===== src/rtl/csi2_packet_ctrl_pkg.sv =====
// csi2_packet_ctrl_pkg: shared CSI-2 receive constants.
// Data types, FSM encoding, header byte positions, ECC masks.
package csi2_packet_ctrl_pkg;

   localparam logic [5:0] DT_FS        = 6'h00;
   localparam logic [5:0] DT_FE        = 6'h01;
   localparam logic [5:0] DT_LS        = 6'h02;
   localparam logic [5:0] DT_LE        = 6'h03;
   localparam logic [5:0] DT_SHORT_MAX = 6'h0F;

   // word0 = {WC[7:0], DI}, word1 = {ECC, WC[15:8]}
   localparam int HDR_DI_LSB  = 0;
   localparam int HDR_WCL_LSB = 8;
   localparam int HDR_WCH_LSB = 0;
   localparam int HDR_ECC_LSB = 8;

   typedef enum logic [2:0] {
      ST_IDLE,
      ST_HDR1,
      ST_PAYLOAD,
      ST_CRC,
      ST_DONE
   } state_t;

   // Hamming parity masks over D[23:0] = {WC, DI}
   localparam logic [5:0][23:0] ECC_MASK = {
      24'hEFFC00,
      24'hDF03F0,
      24'hB8E38E,
      24'h749A6D,
      24'hF2555B,
      24'hF12CB7
   };

endpackage


===== src/rtl/csi2_packet_ctrl_if.sv =====
// csi2_packet_ctrl_if: aligned word stream in, packet events out.
// master = aligner/pipeline side, slave = packet controller.
interface csi2_packet_ctrl_if;

   logic        enable;
   logic [15:0] word_data;
   logic        word_valid;
   logic        align_invalid;
   logic        packet_done;
   logic        hdr_valid;
   logic [7:0]  pkt_di;
   logic [15:0] pkt_wc;
   logic [15:0] pix_data;
   logic        pix_valid;
   logic        pix_last;
   logic        frame_start;
   logic        frame_end;
   logic        line_start;
   logic        line_end;
   logic        ecc_err;
   logic        len_err;
   logic        sync_err;

   modport master (
      output enable, word_data, word_valid, align_invalid,
      input  packet_done, hdr_valid, pkt_di, pkt_wc,
      input  pix_data, pix_valid, pix_last,
      input  frame_start, frame_end, line_start, line_end,
      input  ecc_err, len_err, sync_err
   );

   modport slave (
      input  enable, word_data, word_valid, align_invalid,
      output packet_done, hdr_valid, pkt_di, pkt_wc,
      output pix_data, pix_valid, pix_last,
      output frame_start, frame_end, line_start, line_end,
      output ecc_err, len_err, sync_err
   );

endinterface


===== src/rtl/csi2_packet_ctrl_ecc_calc.sv =====
// csi2_ecc_calc: combinational CSI-2 header ECC.
// i_data = {WC, DI} (24b), o_ecc = 6-bit Hamming parity.
module csi2_ecc_calc
   import csi2_packet_ctrl_pkg::*;
(
   input  logic [23:0] i_data,
   output logic [5:0]  o_ecc
);

   always_comb begin
      o_ecc = '0;
      for (int i = 0; i < 6; i++) begin
         o_ecc[i] = ^(i_data & ECC_MASK[i]);
      end
   end

endmodule


===== src/rtl/csi2_packet_ctrl.sv =====
// csi2_packet_ctrl: CSI-2 2-lane packet parser/sequencer.
// Ports: sys_clk, sys_rst (async low), bus (slave modport).
module csi2_packet_ctrl
   import csi2_packet_ctrl_pkg::*;
#(
   parameter int MAX_PAYLOAD_WORDS = 2048,
   parameter int VC_FILTER_EN      = 0,
   parameter int VC_SEL            = 0
) (
   input  logic              sys_clk,
   input  logic              sys_rst,
   csi2_packet_ctrl_if.slave bus
);

   localparam int CW = $clog2(MAX_PAYLOAD_WORDS) + 1;
   localparam logic [1:0] VC_ACC = VC_SEL[1:0];

   state_t        r_state;
   state_t        w_state_nxt;
   logic [CW-1:0] r_cnt;
   logic [CW-1:0] w_cnt_nxt;
   logic [15:0]   r_hdr0;
   logic [15:0]   r_pkt_wc;
   logic [15:0]   r_pix_data;
   logic [7:0]    r_pkt_di;
   logic          r_rearm;
   logic          r_miss;
   logic          r_fwd;
   logic          r_hdr_valid;
   logic          r_pix_valid;
   logic          r_pix_last;
   logic          r_ecc_err;
   logic          r_len_err;
   logic          r_sync_err;
   logic [3:0]    r_sync;

   logic [7:0]    w_di;
   logic [15:0]   w_wc;
   logic [5:0]    w_ecc;
   logic          w_ecc_ok;
   logic          w_short;
   logic          w_len_bad;
   logic          w_vc_ok;
   logic          w_busy;
   logic          w_lost;
   logic          w_last;
   logic          w_take;
   logic          w_hdr_valid;
   logic          w_pix_take;
   logic          w_pix_valid;
   logic          w_pix_last;
   logic          w_ecc_err;
   logic          w_len_err;
   logic          w_sync_err;
   logic [3:0]    w_sync;
   logic          w_packet_done;

   assign w_di = r_hdr0[HDR_DI_LSB +: 8];
   assign w_wc = {bus.word_data[HDR_WCH_LSB +: 8],
                  r_hdr0[HDR_WCL_LSB +: 8]};

   csi2_ecc_calc u_ecc (
      .i_data ({w_wc, w_di}),
      .o_ecc  (w_ecc)
   );

   // ECC[7:6] are reserved and must arrive as zero
   assign w_ecc_ok  = bus.word_data[HDR_ECC_LSB +: 8]
                      == {2'b00, w_ecc};
   assign w_short   = w_di[5:0] <= DT_SHORT_MAX;
   assign w_len_bad = w_wc[0] ||
                      (32'(w_wc[15:1]) > MAX_PAYLOAD_WORDS);
   assign w_vc_ok   = (VC_FILTER_EN == 0) ||
                      (w_di[7:6] == VC_ACC);
   assign w_busy    = (r_state == ST_HDR1) ||
                      (r_state == ST_PAYLOAD) ||
                      (r_state == ST_CRC);
   // second consecutive missing word inside a packet
   assign w_lost    = w_busy && !bus.word_valid && r_miss;
   assign w_last    = r_cnt == CW'(1);
   assign w_take    = (r_state == ST_IDLE) &&
                      (w_state_nxt == ST_HDR1);

   always_ff @(posedge sys_clk or negedge sys_rst) begin
      if (!sys_rst) r_state <= ST_IDLE;
      else          r_state <= w_state_nxt;
   end

   always_comb begin
      w_state_nxt = r_state;
      unique case (r_state)
         ST_IDLE: begin
            if (bus.word_valid && bus.enable && r_rearm &&
                !bus.align_invalid)
               w_state_nxt = ST_HDR1;
         end
         ST_HDR1: begin
            if (bus.align_invalid || w_lost)
               w_state_nxt = ST_DONE;
            else if (bus.word_valid) begin
               if (!w_ecc_ok || w_short || w_len_bad)
                  w_state_nxt = ST_DONE;
               else if (w_wc == 16'd0)
                  w_state_nxt = ST_CRC;
               else
                  w_state_nxt = ST_PAYLOAD;
            end
         end
         ST_PAYLOAD: begin
            if (bus.word_valid && w_last)
               w_state_nxt = bus.align_invalid ? ST_DONE : ST_CRC;
            else if (bus.align_invalid || w_lost)
               w_state_nxt = ST_DONE;
         end
         ST_CRC: begin
            if (bus.align_invalid || w_lost || bus.word_valid)
               w_state_nxt = ST_DONE;
         end
         ST_DONE: w_state_nxt = ST_IDLE;
         default: w_state_nxt = ST_IDLE;
      endcase
   end

   always_comb begin
      w_hdr_valid   = 1'b0;
      w_pix_take    = 1'b0;
      w_pix_valid   = 1'b0;
      w_pix_last    = 1'b0;
      w_ecc_err     = 1'b0;
      w_len_err     = 1'b0;
      w_sync_err    = 1'b0;
      w_sync        = '0;
      w_cnt_nxt     = r_cnt;
      w_packet_done = 1'b0;
      unique case (r_state)
         ST_IDLE: w_sync_err = bus.align_invalid;
         ST_HDR1: begin
            if (bus.align_invalid || w_lost)
               w_sync_err = 1'b1;
            else if (bus.word_valid) begin
               w_hdr_valid = 1'b1;
               if (!w_ecc_ok)
                  w_ecc_err = 1'b1;
               else if (w_short) begin
                  if (w_vc_ok && (w_di[5:2] == 4'd0))
                     w_sync = 4'b0001 << w_di[1:0];
               end else if (w_len_bad)
                  w_len_err = 1'b1;
               else
                  w_cnt_nxt = w_wc[CW:1];
            end
         end
         ST_PAYLOAD: begin
            // a word racing align_invalid is kept only if final
            if (bus.word_valid &&
                (w_last || !bus.align_invalid)) begin
               w_pix_take  = 1'b1;
               w_pix_valid = r_fwd;
               w_pix_last  = r_fwd && w_last;
               w_cnt_nxt   = r_cnt - CW'(1);
            end
            w_sync_err = bus.align_invalid || w_lost;
         end
         ST_CRC:  w_sync_err = bus.align_invalid || w_lost;
         ST_DONE: w_packet_done = 1'b1;
         default: ;
      endcase
   end

   always_ff @(posedge sys_clk or negedge sys_rst) begin
      if (!sys_rst) begin
         r_cnt       <= '0;
         r_hdr0      <= '0;
         r_pkt_di    <= '0;
         r_pkt_wc    <= '0;
         r_pix_data  <= '0;
         r_rearm     <= 1'b1;
         r_miss      <= 1'b0;
         r_fwd       <= 1'b0;
         r_hdr_valid <= 1'b0;
         r_pix_valid <= 1'b0;
         r_pix_last  <= 1'b0;
         r_ecc_err   <= 1'b0;
         r_len_err   <= 1'b0;
         r_sync_err  <= 1'b0;
         r_sync      <= '0;
      end else begin
         r_cnt       <= w_cnt_nxt;
         r_hdr_valid <= w_hdr_valid;
         r_pix_valid <= w_pix_valid;
         r_pix_last  <= w_pix_last;
         r_ecc_err   <= w_ecc_err;
         r_len_err   <= w_len_err;
         r_sync_err  <= w_sync_err;
         r_sync      <= w_sync;
         r_miss      <= w_busy && !bus.word_valid;
         if (w_take) r_hdr0 <= bus.word_data;
         if (w_hdr_valid) begin
            r_pkt_di <= w_di;
            r_pkt_wc <= w_wc;
            r_fwd    <= w_vc_ok;
         end
         if (w_pix_take) r_pix_data <= bus.word_data;
         // a held stream after packet_done must not be reparsed
         if (!bus.word_valid)
            r_rearm <= 1'b1;
         else if (r_state == ST_DONE)
            r_rearm <= 1'b0;
      end
   end

   assign bus.packet_done = w_packet_done;
   assign bus.hdr_valid   = r_hdr_valid;
   assign bus.pkt_di      = r_pkt_di;
   assign bus.pkt_wc      = r_pkt_wc;
   assign bus.pix_data    = r_pix_data;
   assign bus.pix_valid   = r_pix_valid;
   assign bus.pix_last    = r_pix_last;
   assign bus.frame_start = r_sync[0];
   assign bus.frame_end   = r_sync[1];
   assign bus.line_start  = r_sync[2];
   assign bus.line_end    = r_sync[3];
   assign bus.ecc_err     = r_ecc_err;
   assign bus.len_err     = r_len_err;
   assign bus.sync_err    = r_sync_err;

endmodule


===== src/flat_wrapper.sv =====
// flat-port wrapper written by rule: the top's interface ports become plain ports
module csi2_packet_ctrl_flat import csi2_packet_ctrl_pkg::*;
#(
   parameter int MAX_PAYLOAD_WORDS = 2048,
   parameter int VC_FILTER_EN      = 0,
   parameter int VC_SEL            = 0
)
  (sys_clk, sys_rst, bus_enable, bus_word_data, bus_word_valid, bus_align_invalid, bus_packet_done, bus_hdr_valid, bus_pkt_di, bus_pkt_wc, bus_pix_data, bus_pix_valid, bus_pix_last, bus_frame_start, bus_frame_end, bus_line_start, bus_line_end, bus_ecc_err, bus_len_err, bus_sync_err);
  csi2_packet_ctrl_if bus_i ();
  input  logic sys_clk;
  input  logic sys_rst;
  input wire logic [$bits(bus_i.enable)-1:0] bus_enable;
  input wire logic [$bits(bus_i.word_data)-1:0] bus_word_data;
  input wire logic [$bits(bus_i.word_valid)-1:0] bus_word_valid;
  input wire logic [$bits(bus_i.align_invalid)-1:0] bus_align_invalid;
  output wire logic [$bits(bus_i.packet_done)-1:0] bus_packet_done;
  output wire logic [$bits(bus_i.hdr_valid)-1:0] bus_hdr_valid;
  output wire logic [$bits(bus_i.pkt_di)-1:0] bus_pkt_di;
  output wire logic [$bits(bus_i.pkt_wc)-1:0] bus_pkt_wc;
  output wire logic [$bits(bus_i.pix_data)-1:0] bus_pix_data;
  output wire logic [$bits(bus_i.pix_valid)-1:0] bus_pix_valid;
  output wire logic [$bits(bus_i.pix_last)-1:0] bus_pix_last;
  output wire logic [$bits(bus_i.frame_start)-1:0] bus_frame_start;
  output wire logic [$bits(bus_i.frame_end)-1:0] bus_frame_end;
  output wire logic [$bits(bus_i.line_start)-1:0] bus_line_start;
  output wire logic [$bits(bus_i.line_end)-1:0] bus_line_end;
  output wire logic [$bits(bus_i.ecc_err)-1:0] bus_ecc_err;
  output wire logic [$bits(bus_i.len_err)-1:0] bus_len_err;
  output wire logic [$bits(bus_i.sync_err)-1:0] bus_sync_err;
  assign bus_i.enable = bus_enable;
  assign bus_i.word_data = bus_word_data;
  assign bus_i.word_valid = bus_word_valid;
  assign bus_i.align_invalid = bus_align_invalid;
  assign bus_packet_done = bus_i.packet_done;
  assign bus_hdr_valid = bus_i.hdr_valid;
  assign bus_pkt_di = bus_i.pkt_di;
  assign bus_pkt_wc = bus_i.pkt_wc;
  assign bus_pix_data = bus_i.pix_data;
  assign bus_pix_valid = bus_i.pix_valid;
  assign bus_pix_last = bus_i.pix_last;
  assign bus_frame_start = bus_i.frame_start;
  assign bus_frame_end = bus_i.frame_end;
  assign bus_line_start = bus_i.line_start;
  assign bus_line_end = bus_i.line_end;
  assign bus_ecc_err = bus_i.ecc_err;
  assign bus_len_err = bus_i.len_err;
  assign bus_sync_err = bus_i.sync_err;
  csi2_packet_ctrl #(.MAX_PAYLOAD_WORDS(MAX_PAYLOAD_WORDS), .VC_FILTER_EN(VC_FILTER_EN), .VC_SEL(VC_SEL)) u_core (.sys_clk(sys_clk), .sys_rst(sys_rst), .bus(bus_i));
endmodule

===== config.mk =====
export PLATFORM = sky130hd
export DESIGN_NAME = csi2_packet_ctrl_flat
export DESIGN_NICKNAME = d
export VERILOG_FILES = /design/src/rtl/csi2_packet_ctrl_pkg.sv /design/src/rtl/csi2_packet_ctrl_if.sv /design/src/rtl/csi2_packet_ctrl_ecc_calc.sv /design/src/rtl/csi2_packet_ctrl.sv /design/src/flat_wrapper.sv
export SDC_FILE = /design/constraint.sdc
export NUM_CORES = 1
export LEC_CHECK = 0
export ABC_AREA = 1
export CORE_MARGIN = 3
export CORE_UTILIZATION = 59
export DETAILED_ROUTE_END_ITERATION = 8
export HOLD_SLACK_MARGIN = 0.08
export PLACE_DENSITY_LB_ADDON = 0.2
export REMOVE_ABC_BUFFERS = 1
export SLEW_MARGIN = 10
export SYNTH_ARGS = -nofsm -noshare
export SYNTH_HDL_FRONTEND = slang
export SYNTH_HIERARCHICAL = 1
export SYNTH_SLANG_ARGS = --single-unit

===== constraint.sdc =====
create_clock -name sys_clk -period 3.8 [get_ports sys_clk]
set_input_delay 0.76 -clock sys_clk [delete_from_list [all_inputs] [get_ports sys_clk]]
set_output_delay 0.76 -clock sys_clk [all_outputs]
set_load 0.05 [all_outputs]

Word-level counts from Yosys, hierarchy flattened
Cells that the tools add are included.
Operators by class
  $lt $le $gt $ge: 2
  mux-type cells: 47
  $add $sub $neg: 1
  equality and inequality tests: 14
  shift operators: 1
  reduce and logical (&&, ||, !) cells: 32
Operators by type and width (count)
  24-bit XOR reduction: 6
  12-bit two-way mux: 6
  1-bit two-way mux: 24
  3-bit two-way mux: 8
  4-bit two-way mux: 6
  12-bit one-hot mux with 2 select lines: 1
  16-bit zero test: 1
  15-bit by 12-bit greater-than comparator with 1-bit output (second input constant): 1
  12-bit by 1-bit == test with 1-bit output (second input constant): 1
  3-bit one-hot mux with 4 select lines: 1
  12-bit by 1-bit subtractor with 12-bit output (second input constant): 1
  2-bit inequality test (second input constant): 5
  1-bit logical AND: 9
  8-bit by 6-bit == test with 1-bit output: 1
  1-bit logical OR: 8
  7-bit AND reduction: 1
  3-bit by 1-bit == test with 1-bit output (second input constant): 2
  3-bit by 2-bit == test with 1-bit output (second input constant): 2
  6-bit by 4-bit <= comparator with 1-bit output (second input constant): 1
  4-bit zero test: 1
  2-bit by 1-bit inequality test with 1-bit output (second input constant): 2
  1-bit by 2-bit left shift with 4-bit output (first input constant): 1
  3-bit == test (second input constant): 1
  1-bit zero test: 3
  4 further kinds: 4
Storage, ports and cells
  bits in registers: 84

Depth between registers and ports, before layout
Gate-level depths: netlist (run 1).
  depth in word-level cells: 11
  gate-level depth with buffers: 23
  mapped depth without buffers: 22

Hierarchy
Netlist (run 1), hierarchy kept.
Modules (own cells, without submodules)
  csi2_packet_ctrl: times used 1, seq. area each 2103.3 µm², cells each 499, area an instance 3931.3 µm²
  csi2_ecc_calc: times used 1, seq. area each 0.0 µm², cells each 217, area an instance 955.9 µm²

Least setup slack after synthesis (run 1)
Ideal clock, no wire load.
  kind: in2reg
  start point: input bus_word_data[5]
  end point: register u_core.r_cnt[6]
  setup time: 0.117 ns
  slack: 1.383 ns
  data required time: 3.683 ns
  buffers on the path: 1
  cell stages on the path: 19
  data arrival time: 2.300 ns
  cell sequence: inv_1 nand2_1 nand2_1 nand2_1 nand2_1 nand2_1 nand2_1 nor2_1 nor2_1 o21ai_1 nor2_1 nand3_1 nand2_1 nand2_1 nor2_2 nand2_2 buf_6 nand2_1 nand2_1
On the way
  word-level cells in the longest chain between the ends: 4
  elaborated cells between the ends (all ways): 11
RTL lines
  start: declaration: RTL line flat_wrapper.sv:13  | input wire logic [$bits(bus_i.word_data)-1:0] bus_word_data;
  24-bit XOR reduction: RTL line csi2_packet_ctrl_ecc_calc.sv:13  | o_ecc[i] = ^(i_data & ECC_MASK[i]);
  named net u_core.w_ecc[1]: RTL line csi2_packet_ctrl.sv:39  | logic [5:0] w_ecc;
  8-bit by 6-bit == test with 1-bit output: RTL line csi2_packet_ctrl.sv:69  | == {2'b00, w_ecc};
  2-bit by 1-bit inequality test with 1-bit output (no line)
  7-bit AND reduction (no line)
  end signal: assignment: RTL line csi2_packet_ctrl.sv:188  | r_cnt <= w_cnt_nxt;
  end: declaration: RTL line csi2_packet_ctrl.sv:20  | logic [CW-1:0] r_cnt;
The timed path passes the listed nets, and every way through them passes these cells.
A chain may end at the register's enable or synchronous reset.

Worst setup path in the final report (run 1)
  start point: input bus_word_data[4]
  end point: register u_core.r_cnt[2]
The elaborated chain is that of the path after synthesis.

==> flow_summary_export.csv, run 1 <==
group,metric,value,unit
run_status,status,"finished, final reports clean",
pwr,cellLeakagePower,3.111,nW
setup_path,required,4.05,ns
sta,fin_hold_ws,0.4739,ns
setup_path,cpPeakStageDelay,0.69,ns
floorplanning,die_w,97.02,um
yosys,synthTopCellsByArea,"dfrtp_1, nand2_1, nand3_1",
placement,dp_hpwl,9826,um
setup_path,path_cells,"clkdlybuf4s50_1 -> inv_2 -> nand2_1 -> nand2_1 -> nand2_1 -> nand2_1 -> nand2_1 -> nand2_1 -> nand2_1 -> inv_1 -> nor2_1 -> o21ai_1 -> nor2_1 -> nand3_1 -> nand2_1 -> nand2_1 -> nor2_2 -> nand2_2 -> nand2_1 -> nand2_1",
detailed_routing,drt_iter0_markers,451,
setup_path,end_kind,"flip-flop",
yosys,synthMostInstantiatedCell,"nand2_1",
detailed_routing,dr.pass1.iters,6,
sta,setup_ws,0.4910,ns
final_layout,final_net_count,809,
setup_path,critical_path_class,"in2reg",
clocking,cts_hold_buf,0,
detailed_routing,vias,4929,
clocking,cts_root_buf,"clkbuf_8",
sta,fmax,0.3022,GHz
detailed_routing,ant_nets,0,
floorplanning,start_util,0.6196,
yosys,synth_edf_count,0,
yosys,ys.flop_type,"dfrtp_1",
yosys,yosysTopAreaCell,"dfrtp_1",
floorplanning,core,7888,sq um
yosys,synth_top_cells_by_count,"nand2_1, dfrtp_1, inv_1",
clocking,clkTransAtPathRegs,0.08,ns
pwr,finalPower,3.759,mW
pwr,swShare,0.4683,
setup_path,critical_path_arrival,3.56,ns
sta,period_minus_slack,3.309,ns
floorplanning,io_pins,72,
sta,grt_setup_unrepaired,"false",
final_layout,fin_util,0.7459,
flow_run,drv_cap,0,
yosys,syn_area,4887,sq um
setup_path,startpoint_type,"input pin",
final_layout,seq_area,2103,sq um
sta,worst_slew_pin_slew,1.061,ns
setup_path,critPathMaxFanout,12,
clocking,cts.repair.resized,0,
clocking,post_cts_buffers,0,
clocking,cts_tree,"built",
final_layout,antennaDiodeCount,0,
clocking,clock_latency,0.36,ns
placement,place_ws,0.1981,ns
sta,finalSetupTns,0,ns
sta,finClkSkew,0.01280,ns
sta,setup-violations-final,0,
setup_path,crit_path_top_delay_cell,"clkdlybuf4s50_1",
placement,portBuffers,71,
detailed_routing,drt_wl_total,13600,um
global_routing,grt_start_max_net_pins,85,
final_layout,drive_gt1_frac,0.06068,
floorplanning,fp.dieH,97.02,um
pwr,p_comb_frac,0.470,
sta,min_period_over_period,0.8708,
yosys,synth_top_area_frac,0.4250,
pwr,p_int,1.998,mW
final_layout,nFillCells,631,
setup_path,crit_top_cell,"nand2_1",
floorplanning,rows,32,
sta,finalHoldViolations,0,
global_routing,grt_overflow_total,0,
sta,slew_headroom,0.2925,
clocking,cts_buffer_depth,2,
yosys,syn_avg_cell_area,6.826,sq um
detailed_routing,wl_per_cell,15.23,um
yosys,synthArstFlopShare,1.000,
yosys,ys_ff_latch,84,
sta,slew_violations,0,
hold_path,hold_class,"reg2reg",
pwr,power_frac_seq,0.350,
yosys,yosys_warnings,6,
pwr,vdd_drop_max,0.3831,mV
yosys,seq_area_frac_synth,0.4304,
final_layout,multi_input_area,2364,sq um
placement,place_congestion,0.9836,
yosys,ys_types,31,
yosys,netlist_instances,716,
pwr,power_density,638.9,nW/um^2
floorplanning,dieArea,9412,sq um
pwr,power_switching,1.760,mW
global_routing,groute.usage.overall,0.2905,
global_routing,antenna_found_initial,0,
detailed_routing,vias_per_cell,5.520,
global_routing,grt_pass1_vias,4649,
clocking,cts-htree-levels,3,
pwr,pwr-share-clk,0.180,
detailed_routing,drc,0,
final_layout,area_growth,20.38,%
clocking,cts.sinks,84,
global_routing,grt_pass1_wl,22160,um
clocking,cts_buffers,9,
[path summary, 6_finish.rpt]
path / startpoint / endpoint / slack [ns] / cells after the start
max: bus_word_data[4] / u_core/r_cnt[2]$_DFFE_PN0P_ / 0.49 / 20
min: u_core/bus.pkt_wc[6]$_DFFE_PN0P_ / u_core/bus.pkt_wc[6]$_DFFE_PN0P_ / 0.47 / 2
max reg2reg: u_core/r_hdr0[10]$_DFFE_PN0P_ / u_core/r_cnt[2]$_DFFE_PN0P_ / 0.97 / 21
min reg2reg: u_core/bus.pkt_wc[6]$_DFFE_PN0P_ / u_core/bus.pkt_wc[6]$_DFFE_PN0P_ / 0.47 / 2
max in group asynchronous: sys_rst / u_core/r_miss$_DFF_PN0_ / 2.53 / 1
min in group asynchronous: sys_rst / u_core/bus.pkt_wc[8]$_DFFE_PN0P_ / 0.57 / 1
[final cells by class]
type / instances / area share
Tap cell: 102 / 0.02169
Multi-Input combinational cell: 526 / 0.4017
Timing Repair Buffer: 76 / 0.1268
Clock buffer: 10 / 0.02339
Inverter: 89 / 0.05678
Clock inverter: 6 / 0.01212
Sequential cell: 84 / 0.3575
[cells by family (layout without fill, tap and decap cells)]
group | Yosys count | after routing | share of synthesized area
compound gates | 69 | 69 | 0.07194
flops | 84 | 84 | 0.4304
simple gates | 432 | 432 | 0.3653
buf+inv | 106 | 181 | 0.08602
xor+xnor | 23 | 23 | 0.04122
fa+ha+maj | 2 | 2 | 0.005120
[layer usage]
metal | up-vias | GRT usage | wire length, um
li1 | 2367 | - | -
met1 | 2283 | 0.3876 | 5851
met2 | 245 | 0.4889 | 6428
met3 | 34 | 0.04758 | 1040
met4 | 0 | 0.08531 | 283
met5 | - | 0 | 0
[worst max-delay path: cells and delay by family]
kind / cells / cell delay, ns
AOI/OAI and AO/OA: 1 / 0.13
buffers and inverters: 3 / 0.81
and+or+nand+nor: 16 / 1.84
[state kept, by name, summed over array words and instances (netlist names), 3 cells and up]
name / cells
u_core/bus.pix_data: 16
u_core/bus.pkt_wc: 16
u_core/r_hdr0: 16
u_core/r_cnt: 12
u_core/bus.pkt_di: 8
u_core/r_sync: 4
u_core/r_state: 3
[cell usage in the layout, fill, tap and decap left out, types with 10 or more instances in the layout]
master             n
o21ai_1           25
dfrtp_1           83
nand3_1           57
o21ai_0           39
inv_2             14
clkdlybuf4s50_1   70
inv_1             75
xnor2_1           10
nor2_1            45
xor2_1            13
clkbuf_8          10
nand2_1          303
[stage by stage]
stage               cells  area (sq um)
detailed placement    877          5674
global route          893          5883
CTS                   893          5883
floorplan             699          4801
finish                893          5883
global placement      877          5674
[power groups by stage]
stage	Clock (mW)	Combinational, mW	Sequential, mW
2_1_floorplan	0	0.943	1.57
3_3_place_gp	0	1.66	1.32
3_5_place_dp	0	1.73	1.33
4_1_cts	0.690	1.74	1.31
5_1_grt	0.727	1.94	1.34
6_report	0.678	1.77	1.31
Power figures use the tool's default switching activity.
==> run 2, diff against run 1 <==
MAX_ROUTING_LAYER = met4   (was unset)
==> flow_summary_export.csv, run 2 (synthesis results as in run 1) <==
group,metric,value,unit
sta,grt_setup_unrepaired,"false",
detailed_routing,drt_iter0_markers,517,
floorplanning,fp.dieH,97.02,um
clocking,cts_tree,"built",
final_layout,layout_common_cells,"nand2_1, dfrtp_1, inv_1",
setup_path,path_cells,"clkdlybuf4s50_1 -> inv_2 -> nand2_1 -> nand2_1 -> nand2_1 -> nand2_1 -> nand2_1 -> nand2_1 -> nand2_1 -> inv_1 -> nor2_1 -> o21ai_1 -> nor2_1 -> nand3_1 -> nand2_1 -> nand2_1 -> nor2_2 -> nand2_2 -> nand2_1 -> nand2_1",
floorplanning,core,7888,sq um
detailed_routing,vias,4912,
setup_path,r2r_end,"u_core/r_cnt[0]$_DFFE_PN0P_",
clocking,cts_buffers,9,
global_routing,antenna_found_initial,0,
sta,slew_headroom,0.2937,
final_layout,final_net_count,809,
sta,period_minus_slack,3.374,ns
pwr,finalPower,3.762,mW
detailed_routing,drc,0,
setup_path,r2r_start,"u_core/r_hdr0[14]$_DFFE_PN0P_",
setup_path,end_kind,"flip-flop",
hold_path,hold-path-endpoint,"u_core/bus.pkt_di[4]$_DFFE_PN0P_",
floorplanning,dieArea,9412,sq um
clocking,cts.sinks,84,
floorplanning,io_pins,72,
hold_path,hp-start,"u_core/bus.pkt_di[4]$_DFFE_PN0P_",
sta,finClkSkew,0.01470,ns
setup_path,critical_path_arrival,3.63,ns
placement,place_congestion,1.009,
clocking,cts_hold_buf,0,
detailed_routing,wl_per_cell,15.29,um
global_routing,grt_start_max_net_pins,85,
sta,min_period_over_period,0.8878,
clocking,clkTransAtPathRegs,0.09,ns
final_layout,antennaDiodeCount,0,
hold_path,hold_depth,2,
sta,slew_violations,0,
floorplanning,die_w,97.02,um
setup_path,required,4.06,ns
sta,setup_ws,0.4265,ns
setup_path,regToRegSetupSlack,1.00,ns
run_status,status,"finished, final reports clean",
setup_path,critPathBufInv,3,
global_routing,grt_pass1_wl,22490,um
setup_path,crit_path_top_delay_cell,"clkdlybuf4s50_1",
setup_path,cpPeakStageDelay,0.74,ns
detailed_routing,dr.pass1.iters,5,
flow_run,drv_cap,0,
final_layout,layout_commonest_cell,"nand2_1",
setup_path,startpoint_type,"input pin",
global_routing,grt_overflow_total,0,
floorplanning,start_util,0.6196,
final_layout,drive_gt1_frac,0.06068,
setup_path,crit_family,"simple AND/OR/NAND/NOR gates",
sta,finalSetupTns,0,ns
placement,place_ws,0.1569,ns
pwr,vdd_drop_max,0.3539,mV
setup_path,critical_path_class,"in2reg",
sta,fmax,0.2964,GHz
detailed_routing,ant_nets,0,
detailed_routing,vias_per_cell,5.501,
sta,worst_slew_pin_slew,1.059,ns
clocking,cts_buffer_depth,2,
final_layout,final_cells,893,
clocking,cts-htree-levels,3,
clocking,post_cts_buffers,0,
detailed_routing,drt_wl_total,13650,um
placement,dp_hpwl,9668,um
global_routing,groute.usage.overall,0.3023,
clocking,clock_latency,0.37,ns
setup_path,critPathMaxFanout,12,
floorplanning,rows,32,
pwr,power_density,639.2,nW/um^2
sta,finalHoldViolations,0,
setup_path,crit_top_cell,"nand2_1",
clocking,cts.repair.resized,0,
sta,setup-violations-final,0,
placement,portBuffers,71,
hold_path,hold_class,"reg2reg",
clocking,cts_root_buf,"clkbuf_8",
placement,dp_cells,877,
final_layout,area_growth,20.43,%
setup_path,reg2reg_depth,21,
pwr,cellLeakagePower,3.117,nW
global_routing,grt_pass1_vias,4600,
-- run 2: cell count changes in the layout (fill, tap and decap cells not counted), sizes merged --
cell and change:
inv -2, clkbuf +1, clkinvlp -1, clkinv +2
-- run 2: worst max-delay path by stage --
stage                startpoint                           to  slack [ns]  cells past startpoint
4_1_cts        bus_word_data[4]  u_core/r_cnt[0]$_DFFE_PN0P_        0.54                     20
6_report       bus_word_data[4]  u_core/r_cnt[0]$_DFFE_PN0P_        0.43                     20
2_1_floorplan  bus_word_data[5]  u_core/r_cnt[0]$_DFFE_PN0P_        1.20                     18
3_5_place_dp   bus_word_data[4]  u_core/r_cnt[0]$_DFFE_PN0P_        0.16                     20
5_1_grt        bus_word_data[4]  u_core/r_cnt[7]$_DFFE_PN0P_        0.19                     20
3_3_place_gp   bus_word_data[4]  u_core/r_cnt[0]$_DFFE_PN0P_        0.26                     20
-- run 2: stage by stage --
stage,cell area (sq um),hold slack (ns),util
CTS,5886,0.4788,0.7462
detailed placement,5674,0.4584,0.7194
finish,5886,0.4794,0.7462
global route,5886,0.4982,0.7462
global placement,5674,0.4502,0.7194
floorplan,4801,0.4351,-
-- run 2: power by group --
part / internal (mW) / switching (mW) / leakage (nW)
Combinational: 0.589 / 1.17 / 1.91
Sequential: 1.08 / 0.231 / 1.10
Clock: 0.341 / 0.351 / 0.106
-- run 2: cell type report --
cell class              instances  area [sq um]
clock inverters                 5         60.06
flip-flops and latches         84          2103
fillers                       624          2002
well taps                     102         127.6
multi-input cells             526          2364
inverters                      89         334.1
repair buffers                 76         745.7
clock buffers                  11         151.4
-- run 2: per-layer routing --
metal | track usage | share of wire | wire (um) | up-vias
met4 | 0.09287 | 0.027 | 367 | 0
met5 | - | 0 | 0 | -
li1 | - | - | - | 2371
met3 | 0.05263 | 0.077 | 1052 | 42
met1 | 0.4095 | 0.43 | 5913 | 2255
met2 | 0.4682 | 0.46 | 6321 | 244
-- run 2: worst min-delay path, cell delays in order (launching register included) --
cell and delay, ns:
dfrtp_1 0.35, nand2_1 0.05, nand2_1 0.05
